## config.mk

```make
export PLATFORM = sky130hd
export DESIGN_NAME = stream_mux_n_to_1
export DESIGN_NICKNAME = d
export VERILOG_FILES = /design/src/rtl/stream_mux_pkg.sv /design/src/rtl/rr_arbiter.sv /design/src/rtl/stream_mux_n_to_1.sv
export SDC_FILE = /design/constraint.sdc
export NUM_CORES = 1
export LEC_CHECK = 0
export BUFFER_PORTS_ARGS = -buffer_cell sky130_fd_sc_hd__buf_2
export CORE_AREA = 2 2 55 57
export DETAILED_ROUTE_END_ITERATION = 6
export DIE_AREA = 0 0 57 59
export PLACE_DENSITY = 0.72
export SYNTH_ARGS = -nofsm -noshare
export SYNTH_HDL_FRONTEND = slang
export SYNTH_SLANG_ARGS = --single-unit
```

## constraint.sdc

```tcl
create_clock -name clk -period 1.9 [get_ports clk]
set_input_delay 0.095 -clock clk [delete_from_list [all_inputs] [get_ports clk]]
set_output_delay 0.095 -clock clk [all_outputs]
set_load 0.01 [all_outputs]
```

## src/rtl/stream_mux_pkg.sv

```systemverilog
// Shared types and constants for the N-to-1 packet-aware stream multiplexer.
// The round-robin mode is present only when STREAM_MUX_RR_EN is defined.
package stream_mux_pkg;

    // Arbitration FSM: IDLE arbitrates per packet, LOCKED holds one channel until its last beat.
    typedef enum logic [0:0] {
        IDLE   = 1'b0,
        LOCKED = 1'b1
    } state_e;

    // Values of the mode input.
    localparam logic MODE_FIXED = 1'b0;
    localparam logic MODE_RR    = 1'b1;

endpackage

```

## src/rtl/rr_arbiter.sv

```systemverilog
// Round-robin search: grants the first requesting channel above ptr, wrapping modulo N.
module rr_arbiter #(
    parameter int unsigned N     = 4,
    parameter int unsigned SEL_W = 2
) (
    input  logic [N-1:0]     req,
    input  logic [SEL_W-1:0] ptr,
    output logic [SEL_W-1:0] grant,
    output logic             grant_vld
);

    // Two passes: first the channels strictly above ptr, then wrap to the lowest requester.
    always_comb begin
        grant     = '0;
        grant_vld = 1'b0;
        for (int i = 0; i < N; i++) begin
            if (!grant_vld && req[i] && (SEL_W'(i) > ptr)) begin
                grant     = SEL_W'(i);
                grant_vld = 1'b1;
            end
        end
        for (int i = 0; i < N; i++) begin
            if (!grant_vld && req[i]) begin
                grant     = SEL_W'(i);
                grant_vld = 1'b1;
            end
        end
    end

endmodule

```

## src/rtl/stream_mux_n_to_1.sv

```systemverilog
// N-to-1 stream multiplexer with packet locking and a registered output stage.
// Define STREAM_MUX_RR_EN to build in round-robin arbitration (mode = 1);
// without it the block is fixed-select only and mode is ignored.
module stream_mux_n_to_1
    import stream_mux_pkg::*;
#(
    parameter int unsigned WIDTH = 8,
    parameter int unsigned N     = 4,
    localparam int unsigned SEL_W = ($clog2(N) > 1) ? $clog2(N) : 1
) (
    input  logic                 clk,
    input  logic                 rst_n,
    input  logic [N*WIDTH-1:0]   in_data,
    input  logic [N-1:0]         in_valid,
    input  logic [N-1:0]         in_last,
    output logic [N-1:0]         in_ready,
    input  logic [SEL_W-1:0]     select,
    input  logic                 mode,
    output logic [WIDTH-1:0]     out_data,
    output logic                 out_valid,
    output logic                 out_last,
    output logic [SEL_W-1:0]     out_ch,
    input  logic                 out_ready
);

    state_e             state_q, state_d;
    logic [SEL_W-1:0]   lock_ch_q, lock_ch_d;
    logic [WIDTH-1:0]   out_data_q, out_data_d;
    logic               out_valid_q, out_valid_d;
    logic               out_last_q, out_last_d;
    logic [SEL_W-1:0]   out_ch_q, out_ch_d;

    logic [SEL_W-1:0]   grant;
    logic               grant_vld;
    logic [WIDTH-1:0]   sel_data;
    logic               sel_valid;
    logic               sel_last;
    logic               can_accept;
    logic               transfer;

`ifdef STREAM_MUX_RR_EN
    logic [SEL_W-1:0]   rr_ptr_q, rr_ptr_d;
    logic [SEL_W-1:0]   rr_grant;
    logic               rr_grant_vld;

    rr_arbiter #(
        .N     (N),
        .SEL_W (SEL_W)
    ) u_rr_arbiter (
        .req       (in_valid),
        .ptr       (rr_ptr_q),
        .grant     (rr_grant),
        .grant_vld (rr_grant_vld)
    );
`else
    logic unused_mode;
    assign unused_mode = mode;
`endif

    assign can_accept = !out_valid_q || out_ready;

    // Grant selection: the locked channel wins; otherwise fixed select or round-robin.
    always_comb begin
        grant     = lock_ch_q;
        grant_vld = 1'b1;
        if (state_q == IDLE) begin
`ifdef STREAM_MUX_RR_EN
            if (mode == MODE_RR) begin
                grant     = rr_grant;
                grant_vld = rr_grant_vld;
            end else begin
                grant     = select;
                grant_vld = (32'(select) < N);
            end
`else
            grant     = select;
            grant_vld = (32'(select) < N);
`endif
        end
        // No handshake may complete while reset is held.
        if (!rst_n) begin
            grant_vld = 1'b0;
        end
    end

    // Steer the granted channel onto the internal beat bus and raise its ready.
    always_comb begin
        sel_data  = '0;
        sel_valid = 1'b0;
        sel_last  = 1'b0;
        in_ready  = '0;
        for (int i = 0; i < N; i++) begin
            if (grant_vld && (grant == SEL_W'(i))) begin
                sel_data    = in_data[i*WIDTH +: WIDTH];
                sel_valid   = in_valid[i];
                sel_last    = in_last[i];
                in_ready[i] = can_accept;
            end
        end
    end

    assign transfer = sel_valid && can_accept;

    // Output register, FSM and round-robin pointer next-state.
    always_comb begin
        out_data_d  = out_data_q;
        out_valid_d = out_valid_q;
        out_last_d  = out_last_q;
        out_ch_d    = out_ch_q;
        state_d     = state_q;
        lock_ch_d   = lock_ch_q;
`ifdef STREAM_MUX_RR_EN
        rr_ptr_d    = rr_ptr_q;
`endif
        if (transfer) begin
            out_data_d  = sel_data;
            out_valid_d = 1'b1;
            out_last_d  = sel_last;
            out_ch_d    = grant;
        end else if (out_ready) begin
            out_valid_d = 1'b0;
        end

        unique case (state_q)
            IDLE: begin
                if (transfer && !sel_last) begin
                    state_d   = LOCKED;
                    lock_ch_d = grant;
                end
            end
            LOCKED: begin
                if (transfer && sel_last) begin
                    state_d = IDLE;
                end
            end
            default: state_d = IDLE;
        endcase

`ifdef STREAM_MUX_RR_EN
        if (transfer && sel_last) begin
            rr_ptr_d = grant;
        end
`endif
    end

    // State registers; rr_ptr resets to N-1 so channel 0 has first priority.
    always_ff @(posedge clk or negedge rst_n) begin
        if (!rst_n) begin
            state_q     <= IDLE;
            lock_ch_q   <= '0;
            out_data_q  <= '0;
            out_valid_q <= 1'b0;
            out_last_q  <= 1'b0;
            out_ch_q    <= '0;
`ifdef STREAM_MUX_RR_EN
            rr_ptr_q    <= SEL_W'(N - 1);
`endif
        end else begin
            state_q     <= state_d;
            lock_ch_q   <= lock_ch_d;
            out_data_q  <= out_data_d;
            out_valid_q <= out_valid_d;
            out_last_q  <= out_last_d;
            out_ch_q    <= out_ch_d;
`ifdef STREAM_MUX_RR_EN
            rr_ptr_q    <= rr_ptr_d;
`endif
        end
    end

    assign out_data  = out_data_q;
    assign out_valid = out_valid_q;
    assign out_last  = out_last_q;
    assign out_ch    = out_ch_q;

endmodule

```

Word level (Yosys, flattened, before mapping)
Cells that the tools add are included.
{ "op_classes": {"n_eq_ne": 3, "mux": 23, "bitwise": 1, "reduce_logical": 13} }
{ "op_table": {"columns": ["op", "n"], "rows": [
  ["two-way mux 8 bit", 4],
  ["two-way mux 1 bit", 17],
  ["logical AND 1 bit", 7],
  ["equality test 2 bit (second input constant)", 2],
  ["equality test 2 x 1 -> 1 bit (second input constant)", 1],
  ["logical NOT 1 bit", 2],
  ["logical NOT 2 bit", 1],
  ["two-way mux 2 bit", 1],
  ["case mux 1 bit (2 select lines)", 1],
  ["AND reduction 2 bit", 1],
  ["nonzero test 2 bit", 1],
  ["logical OR 1 bit", 1],
  ["NOT 1 bit", 1]
]} }
{ "word_totals": {"regBits": 15, "in_bits": 46, "out_inout_bits": 16} }

Logic depth before layout (Yosys ltp)
Gate-level depths: netlist of the first run.
{ "logic_depth": {"word_depth": 11, "ltp_mapped": 7, "mapped_depth_nobuf": 5} }

Worst setup path before layout of the first run
Ideal clock, no wire load.
{ "synth_path": {"path_type": "register -> register", "startpoint": "register (tool-made name)", "endpoint": "register out_ch_q[1], in the netlist out_ch[1]", "arrival_time_ns": 1.778, "required_time_ns": 1.775, "slack_ns": -0.003, "stages_incl_launch_ff": 7, "path_buffers": 1, "period_less_slack_ns": 1.903, "path_cell_list": "dfrtp_1 > mux2i_4 > mux2i_1 > a211oi_4 > nand2_2 > buf_6 > mux2_4"} }
{ "synth_lines": {"columns": ["item", "line", "rtl"], "rows": [
  ["end signal, assigned", "stream_mux_n_to_1.sv:164", "out_ch_q <= out_ch_d;"],
  ["end, declared", "stream_mux_n_to_1.sv:31", "logic [SEL_W-1:0] out_ch_q, out_ch_d;"]
]} }

==> results of run 1 <==
==> kinds of logic after synthesis <==
group | count (synthesis) | synth area share (%)
AOI/OAI and AO/OA | 29 | 25.3
muxes | 18 | 24.2
and+or+nand+nor | 17 | 9.23
DFF | 15 | 37.4
buffers and inverters | 6 | 3.86
==> per-layer routing <==
metal  part of all wire, %  up-vias
li1                      -      504
met1                    44      481
met5                     0        -
met2                    50       47
met3                   5.8        4
met4                  0.66        0
==> power by group through the flow <==
stage | Clock [W] | Combinational, W | Sequential (W)
final | 0.000186 | 0.00134 | 0.000599
after global routing | 0.000209 | 0.00144 | 0.000626
after CTS | 0.000192 | 0.00130 | 0.000600
after detailed placement | 0 | 0.00123 | 0.000600
after global placement | 0 | 0.00120 | 0.000591
after floorplan | 0 | 0.000711 | 0.000636
==> cells in the mapped netlist <==
library cell  number  area (um^2)
inv_1              3         11.3
nand3_1            1         5.00
a21oi_1            4         20.0
nand2_2            1         6.26
nand2b_1           1         6.26
mux2i_2            1         13.8
o22ai_1            1         6.26
and3_1             1         6.26
nor4_1             1         6.26
o221ai_1           3         26.3
a221o_1            6         60.1
nor2b_1            2         12.5
nand2_1            3         11.3
a31oi_1            1         6.26
a21o_1             1         7.51
buf_6              2         22.5
a21bo_2            1         10.0
nor2_1             3         11.3
mux2_4             8          120
o32a_1             1         10.0
a22o_1             6         52.6
a21boi_0           1         7.51
a211oi_4           1         20.0
a32oi_1            1         8.76
dfrtp_1           15          375
nand4b_1           2         17.5
mux2i_1            3         30.0
mux2i_4            1         22.5
o22a_1             1         8.76
nor3_1             2         10.0
mux2_2             5         56.3
buf_2              1         5.00
o311a_1            1         10.0
==> sequential cells by signal, indices dropped and copies added, names as in the netlist, named ones only <==
signal and cells:
lock_ch_q 2, out_last 1, out_data 8, out_ch 2, out_valid 1
==> stage by stage <==
step	total power (W)	hold slack [ps]	std cells	setup slack, ps
final	0.00212	147	196	-27.2
after global routing	0.00228	135	196	-110
after CTS	0.00209	133	197	-20.7
after detailed placement	0.00183	-29.9	190	-118
after global placement	0.00179	-29.7	190	-51.4
after floorplan	0.00135	-201	85	23.3
==> how the worst max path moves through the flow <==
stage	endpoint	slack (ps)	cells past startpoint
CTS	out_data[7]$_DFFE_PN0P_	-20	6
global route	in_ready[0]	-110	5
global placement	out_data[7]$_DFFE_PN0P_	-50	6
floorplan	out_ch[1]$_DFFE_PN0P_	20	6
detailed placement	out_data[7]$_DFFE_PN0P_	-120	6
finish	lock_ch_q[0]$_DFFE_PN0P_	-30	5
==> layout make-up <==
cell class | count | area [um^2]
inverter | 3 | 11.3
fill | 243 | 1140
multi-input combinational | 64 | 643
clock buffer | 3 | 22.5
sequential | 15 | 377
timing repair buffer | 79 | 468
tap | 31 | 38.8
clock inverter | 1 | 5.00
==> worst register-to-register path: stages, from the launching register on <==
cell      delay, ps
dfrtp_2         440
mux2i_4         390
mux2_4          340
o221ai_2        160
nand4b_1        180
mux2_2          320
==> timing repair <==
item | in CTS | in global routing
hold buffers | 1 | 0
pin swaps | 5 | 2
setup endpoints to repair | 13 | 14
hold endpoints to repair | 15 | 0
setup buffers | 2 | 0
resized for setup | 8 | 7
==> metrics.cfg, run 1 <==
[status]
run_status = finished, violations left
violations = negative setup slack

[power_and_ir_drop]
leakage_nw = 0.814
irDropWorstVdd_mv = 0.702
combPwrFrac_pct = 63.1
power_frac_seq_pct = 28.2
p_per_area_nw_per_um2 = 1360
p_sw_share_pct = 37.5
switching_power_w = 0.000797
p_int_w = 0.00133
power_frac_clock_pct = 8.8

[cells_and_area]
mostFrequentLayoutCells = buf_2 (59), buf_4 (15), dfrtp_1 (14)
areaGrowthSynthToFinish_pct = 56.0
final_area_um2 = 1570
final_common_cell = buf_2
final_core_util_pct = 57.8
diodes = 0
drive_gt1_share_pct = 65.5
final_nets = 212

[place]
placed_cell_area_um2 = 1460
gp_congestion = 0.795
dp_hpwl_um = 2410
numPortBuffers = 60

[drt]
drtIter0Drc = 18
routedWlPerCell_um = 15.4
detail-route-antenna-nets = 0
drt_pass1_iterations = 4
wl_um = 3010
drc_errors = 0
vias_per_cell = 5.29
vias = 1036

[yosys]
syn_nets = 131
synth.cell_area_um2 = 1000
synth_cell_type_count = 33
ys_seq_area_share_pct = 37.4
synth.avg_cell_area_um2 = 11.8
netlist_instances = 85
synth_warnings = 0
ys_ff_latch = 15

[sta]
finalHoldViolCount = 0
tightest_slew_ps = 475
fin_crit_sh_pct = 101
fmax_ghz = 0.519
slew_headroom_pct = 68.3
fin_ws_ps = -27.2
setup_viol = 10
slew_violations = 0
rsz0062_at_grt = true
fin_crit_ps = 1930
fin_setup_tns_ps = -121
fin_skew_ps = 7.15

[setup_path]
r2r_slack_ps = -30
slowest_stage = dfrtp_2
cp_max_fo = 5
path_delay_family = multiplexers
cp-start-kind = register
r2r_end = lock_ch_q[0]$_DFFE_PN0P_
critPathKind = reg2reg
crit_path_end_kind = register
critical_path.cell_chain = mux2i_4, mux2_4, o221ai_2, nand4b_1, mux2_2
reg2regPathDepth = 5
arrival_ps = 2100
worstPathRequired_ps = 2080
max_stage_delay_ps = 440
cp.buffers_inverters = 0

[clock_tree]
worstSkewPairLatency_ps = 280
htreeDepth = 1
cts_root_buf = clkbuf_4
cts_sinks = 15
cts_tree = built
cts_buffer_depth = 2
cts.clk_slew.worst_paths_ps = 100
cts_buffers = 3

[grt]
use_met1_pct = 25.9
grt_busiest_layer = met2
met2_usage_pct = 33.7
overflow = 0
grt_util_met3_pct = 3.06
gr-usage-all-layers_pct = 19.4
antenna_found_initial = 0
grt_pass1_vias = 1099
grt_max_degree = 13
grt_pass1_wl_um = 5050

[min_path]
hold_path_class = in2reg
hold_end = lock_ch_q[1]$_DFFE_PN0P_
worstHoldStart = select[1]
hold-path-cell-count = 2

[die]
die-area_um2 = 3360
die_w_um = 57
ios = 62
rows = 19
die_h_um = 59
initial_utilization_pct = 37.0
core-area_um2 = 2710

[job]
drv_cap = 0

Note: power is estimated with default switching activity, not from simulation.
==> inputs of run 2 (changes only) <==
--- a/config.mk
+++ b/config.mk
@@ -10,6 +10,7 @@
 export DETAILED_ROUTE_END_ITERATION = 6
 export DIE_AREA = 0 0 57 59
 export PLACE_DENSITY = 0.72
+export SKIP_CTS_REPAIR_TIMING = 1
 export SYNTH_ARGS = -nofsm -noshare
 export SYNTH_HDL_FRONTEND = slang
 export SYNTH_SLANG_ARGS = --single-unit
==> constraint.sdc (replaced) <==
create_clock -name clk -period 1.9 [get_ports clk]
set_input_delay 0.19 -clock clk [delete_from_list [all_inputs] [get_ports clk]]
set_output_delay 0.19 -clock clk [all_outputs]
set_load 0.01 [all_outputs]
==> run 2 against run 1 <==
Against the previous run:
- the run still ends with negative setup slack left
- routed wire length rose by 6.3%
- sequential power rose by 0.8%
- via count increased by 6.2%
- design area rose by 2.0%
- clock skew decreased by 4.6 ps
- flip-flop and latch count unchanged
- critical path depth rose by 1
- register-to-register slack worse by 50 ps
- worst setup slack worse by 53 ps
- largest cell class unchanged
==> metrics.cfg, run 2 (synthesis gave the netlist of run 1 again) <==
[cells_and_area]
final_core_util_pct = 58.9
final_area_um2 = 1600
final_common_cell = buf_2
largest_reg_flops = 8
final_nets = 216
drive_gt1_share_pct = 66.3
diodes = 0
mostFrequentLayoutCells = buf_2 (60), buf_4 (19), dfrtp_1 (14)
areaGrowthSynthToFinish_pct = 59.1

[clock_tree]
cts.clk_slew.worst_paths_ps = 100
cts_sinks = 15
cts_buffers = 3
cts_root_buf = clkbuf_4
worstSkewPairLatency_ps = 290
cts_buffer_depth = 2
htreeDepth = 1
cts_tree = built

[sta]
tightest_slew_ps = 521
fmax_ghz = 0.505
fin_crit_sh_pct = 104
rsz0062_at_grt = true
fin_crit_ps = 1980
fin_setup_tns_ps = -568
setup_viol = 13
finalHoldViolCount = 0
hold_slack_ps = 222
fin_skew_ps = 2.59
fin_ws_ps = -80.5
slew_headroom_pct = 65.3
slew_violations = 0

[drt]
detail-route-antenna-nets = 0
drt_pass1_iterations = 6
drc_errors = 0
wl_um = 3200
vias = 1100
drtIter0Drc = 15
vias_per_cell = 5.50
routedWlPerCell_um = 16.0

[power_and_ir_drop]
irDropWorstVdd_mv = 0.753
p_int_w = 0.00137
p_per_area_nw_per_um2 = 1380
power_frac_clock_pct = 8.7
power_frac_seq_pct = 27.4
combPwrFrac_pct = 63.9
switching_power_w = 0.000833
leakage_nw = 0.837
p_sw_share_pct = 37.8

[setup_path]
cp_max_fo = 6
max_stage_delay_ps = 450
arrival_ps = 2160
worstPathRequired_ps = 2080
cp.buffers_inverters = 1
critPathKind = reg2reg
critical_path.cell_chain = mux2i_4, nor3_1, buf_4, a22o_1, a221o_1, mux2_4
cp-start-kind = register
crit_path_end_kind = register
r2r_slack_ps = -80
slowest_stage = dfrtp_2
path_delay_family = multiplexers

[die]
die_h_um = 59
die-area_um2 = 3360
ios = 62
initial_utilization_pct = 37.0
die_w_um = 57
rows = 19
core-area_um2 = 2710

[grt]
grt_pass1_vias = 1110
grt_pass1_wl_um = 4880
grt_busiest_layer = met2
grt_max_degree = 18
met2_usage_pct = 33.8
use_met1_pct = 22.9
overflow = 0
antenna_found_initial = 0
gr-usage-all-layers_pct = 18.8
grt_util_met3_pct = 3.28

[status]
run_status = finished, violations left
violations = negative setup slack

[place]
placed_cell_area_um2 = 1470
gp_congestion = 0.831
numPortBuffers = 60
dp_hpwl_um = 2450

[min_path]
hold_path_class = in2reg

[job]
drv_cap = 0

## run 2: cell type report
class | count | area, um^2
clock buffer | 3 | 22.5
clock inverter | 1 | 5.00
fill | 238 | 1110
inverter | 3 | 11.3
multi-input combinational | 64 | 647
sequential | 15 | 377
tap | 31 | 38.8
timing repair buffer | 83 | 495
## run 2: stage by stage
stage / total power (W) / worst slack, ps / cells
after global routing: 0.00234 / -126 / 200
final: 0.00220 / -80.5 / 200
after floorplan: 0.00135 / 23.3 / 85
after detailed placement: 0.00185 / -95.2 / 192
after global placement: 0.00181 / -46.2 / 192
after CTS: 0.00204 / -175 / 196
## run 2: path summary, 6_finish.rpt
check,endpoint,start,depth (start not counted)
hold reg to reg,out_last$_DFFE_PN0P_,out_last$_DFFE_PN0P_,2
setup reg to reg,out_data[6]$_DFFE_PN0P_,register,6
setup / recovery,out_data[6]$_DFFE_PN0P_,register,6
hold / removal,lock_ch_q[0]$_DFFE_PN0P_,select[0],2
max in group asynchronous,async pin,rst_n,3
min in group asynchronous,out_data[4]$_DFFE_PN0P_,rst_n,2
## run 2: power groups by stage
| stage | registers (W) | logic, W | clock network (W) |
|---|---|---|---|
| after global routing | 0.000631 | 0.00151 | 0.000206 |
| after global placement | 0.000591 | 0.00122 | 0 |
| after CTS | 0.000596 | 0.00125 | 0.000193 |
| after floorplan | 0.000636 | 0.000711 | 0 |
| final | 0.000604 | 0.00141 | 0.000192 |
| after detailed placement | 0.000600 | 0.00125 | 0 |
## run 2: layer usage
layer | vias up | share of wire, %
met3 | 2 | 6.7
met2 | 56 | 51
met1 | 531 | 42
li1 | 511 | -
met4 | 0 | 0.59
met5 | - | 0
==> inputs of run 3 (changes only) <==
--- a/config.mk
+++ b/config.mk
@@ -6,10 +6,12 @@
 export NUM_CORES = 1
 export LEC_CHECK = 0
 export BUFFER_PORTS_ARGS = -buffer_cell sky130_fd_sc_hd__buf_2
-export CORE_AREA = 2 2 55 57
+export CELL_PAD_IN_SITES_DETAIL_PLACEMENT = 1
+export CELL_PAD_IN_SITES_GLOBAL_PLACEMENT = 1
+export CORE_AREA = 2 2 63 65
 export DETAILED_ROUTE_END_ITERATION = 6
-export DIE_AREA = 0 0 57 59
-export PLACE_DENSITY = 0.72
+export DIE_AREA = 0 0 65 67
+export PLACE_DENSITY_LB_ADDON = 0.1
 export SKIP_CTS_REPAIR_TIMING = 1
 export SYNTH_ARGS = -nofsm -noshare
 export SYNTH_HDL_FRONTEND = slang
==> run 3 against run 2 <==
Against the previous run:
- non-clock buffer count increased by 4
- largest cell class unchanged
- clock-buffer cell count is 1 higher
- critical path type unchanged
- the run still ends with negative setup slack left
- routed wire length grew 17%
- sequential power rose by 0.7%
- total power is 7.3% higher
- critical path depth did not move
- core utilization is 12 points lower
==> metrics.cfg, run 3 (synthesis gave the netlist of run 1 again) <==
[status]
run_status = finished, violations left
violations = negative setup slack

[drt]
vias_per_cell = 4.87
drt_pass1_iterations = 4
detail-route-antenna-nets = 0
drtIter0Drc = 23
vias = 1082
drc_errors = 0
wl_um = 3740
routedWlPerCell_um = 16.8

[place]
placed_cell_area_um2 = 1490
placed_cells = 210
dp_hpwl_um = 2750
numPortBuffers = 60
gp_congestion = 0.791

[sta]
finalHoldViolCount = 0
fin_skew_ps = 4.50
fmax_ghz = 0.504
fin_crit_ps = 1990
hold_slack_ps = 51.3
slew_violations = 0
setup_viol = 13
fin_setup_tns_ps = -485
fin_crit_sh_pct = 105
tightest_slew_ps = 521
rsz0062_at_grt = true
slew_headroom_pct = 65.2
fin_ws_ps = -85.7

[setup_path]
critPathKind = reg2reg
arrival_ps = 2120
cp_max_fo = 6
worstPathRequired_ps = 2040
crit_path_end_kind = register
cp-start-kind = register

[cells_and_area]
multi_input_area_um2 = 682
drive_gt1_share_pct = 66.1
seq_area_um2 = 377
fin_cells = 222
largest_reg_flops = 8
diodes = 0
final_area_um2 = 1690
final_common_cell = buf_2
areaGrowthSynthToFinish_pct = 68.6
fill_cells = 420
final_nets = 221
mostFrequentLayoutCells = buf_2 (60), buf_4 (23), dfrtp_1 (14)

[grt]
grt_pass1_wl_um = 5220
grt_pass1_vias = 1140
gr-usage-all-layers_pct = 15.9
overflow = 0
antenna_found_initial = 0
grt_max_degree = 16

[clock_tree]
cts_buffer_depth = 2
cts_buffers = 3
cts_sinks = 15
cts.clk_slew.worst_paths_ps = 60
htreeDepth = 1
cts_tree = built
worstSkewPairLatency_ps = 250
cts_root_buf = clkbuf_8

[die]
ios = 62
initial_utilization_pct = 27.8
die_h_um = 67
die_w_um = 65
core-area_um2 = 3610
rows = 22
die-area_um2 = 4360

[job]
drv_cap = 0

[power_and_ir_drop]
leakage_nw = 0.871
irDropWorstVdd_mv = 0.493
p_per_area_nw_per_um2 = 1400

[min_path]
hold_path_class = in2async

[run 3: cell count changes in the layout (fill, tap and decap cells not counted), sizes merged]
cell | before | now
buf | 82 | 86
clkbuf | 3 | 4
clkinv | 1 | 0
nand2 | 4 | 5
[run 3: worst paths after layout]
kind / end / slack (ps) / depth (start not counted)
max: lock_ch_q[0]$_DFFE_PN0P_ / -90 / 6
max reg2reg: lock_ch_q[0]$_DFFE_PN0P_ / -90 / 6
min reg2reg: out_data[2]$_DFFE_PN0P_ / 500 / 1
min in group clk: lock_ch_q[0]$_DFFE_PN0P_ / 260 / 2
max in group asynchronous: async pin / 1300 / 2
min: out_ch[1]$_DFFE_PN0P_ / 50 / 2
[run 3: where the power goes]
group / internal (W) / total, W / switching [W]
clock network: 0.000149 / 0.000264 / 0.000116
registers: 0.000475 / 0.000608 / 0.000132
logic: 0.000856 / 0.00149 / 0.000636
[run 3: worst max-delay path: stages (launching register included)]
cell	delay, ps
dfrtp_2	440
mux2i_4	370
mux2i_2	340
a211oi_4	100
buf_4	160
nand4b_1	150
mux2_4	320
[run 3: cell type report]
type	instances	share of cell area (%)
multi-input combinational	65	40.3
clock buffer	4	2.66
timing repair buffer	87	30.5
tap	48	3.55
inverter	3	0.666
sequential	15	22.3
[run 3: metrics by stage]
| step | setup slack [ps] | total power [W] | util [%] |
|---|---|---|---|
| 2_1_floorplan | 23.3 | 0.00135 | - |
| 3_3_place_gp | -112 | 0.00185 | 41.2 |
| 4_1_cts | -253 | 0.00216 | 42.5 |
| 3_5_place_dp | -206 | 0.00187 | 41.2 |
| 5_1_grt | -161 | 0.00251 | 46.9 |
| 6_report | -85.7 | 0.00236 | 46.9 |
[run 3: metal layers]
layer,wire length (um),vias to the layer above,GRT usage (%)
met5,0,-,0
met4,34,0,5.59
met3,130,4,3.21
met2,1900,29,27.8
met1,1670,526,19.3
li1,-,523,-
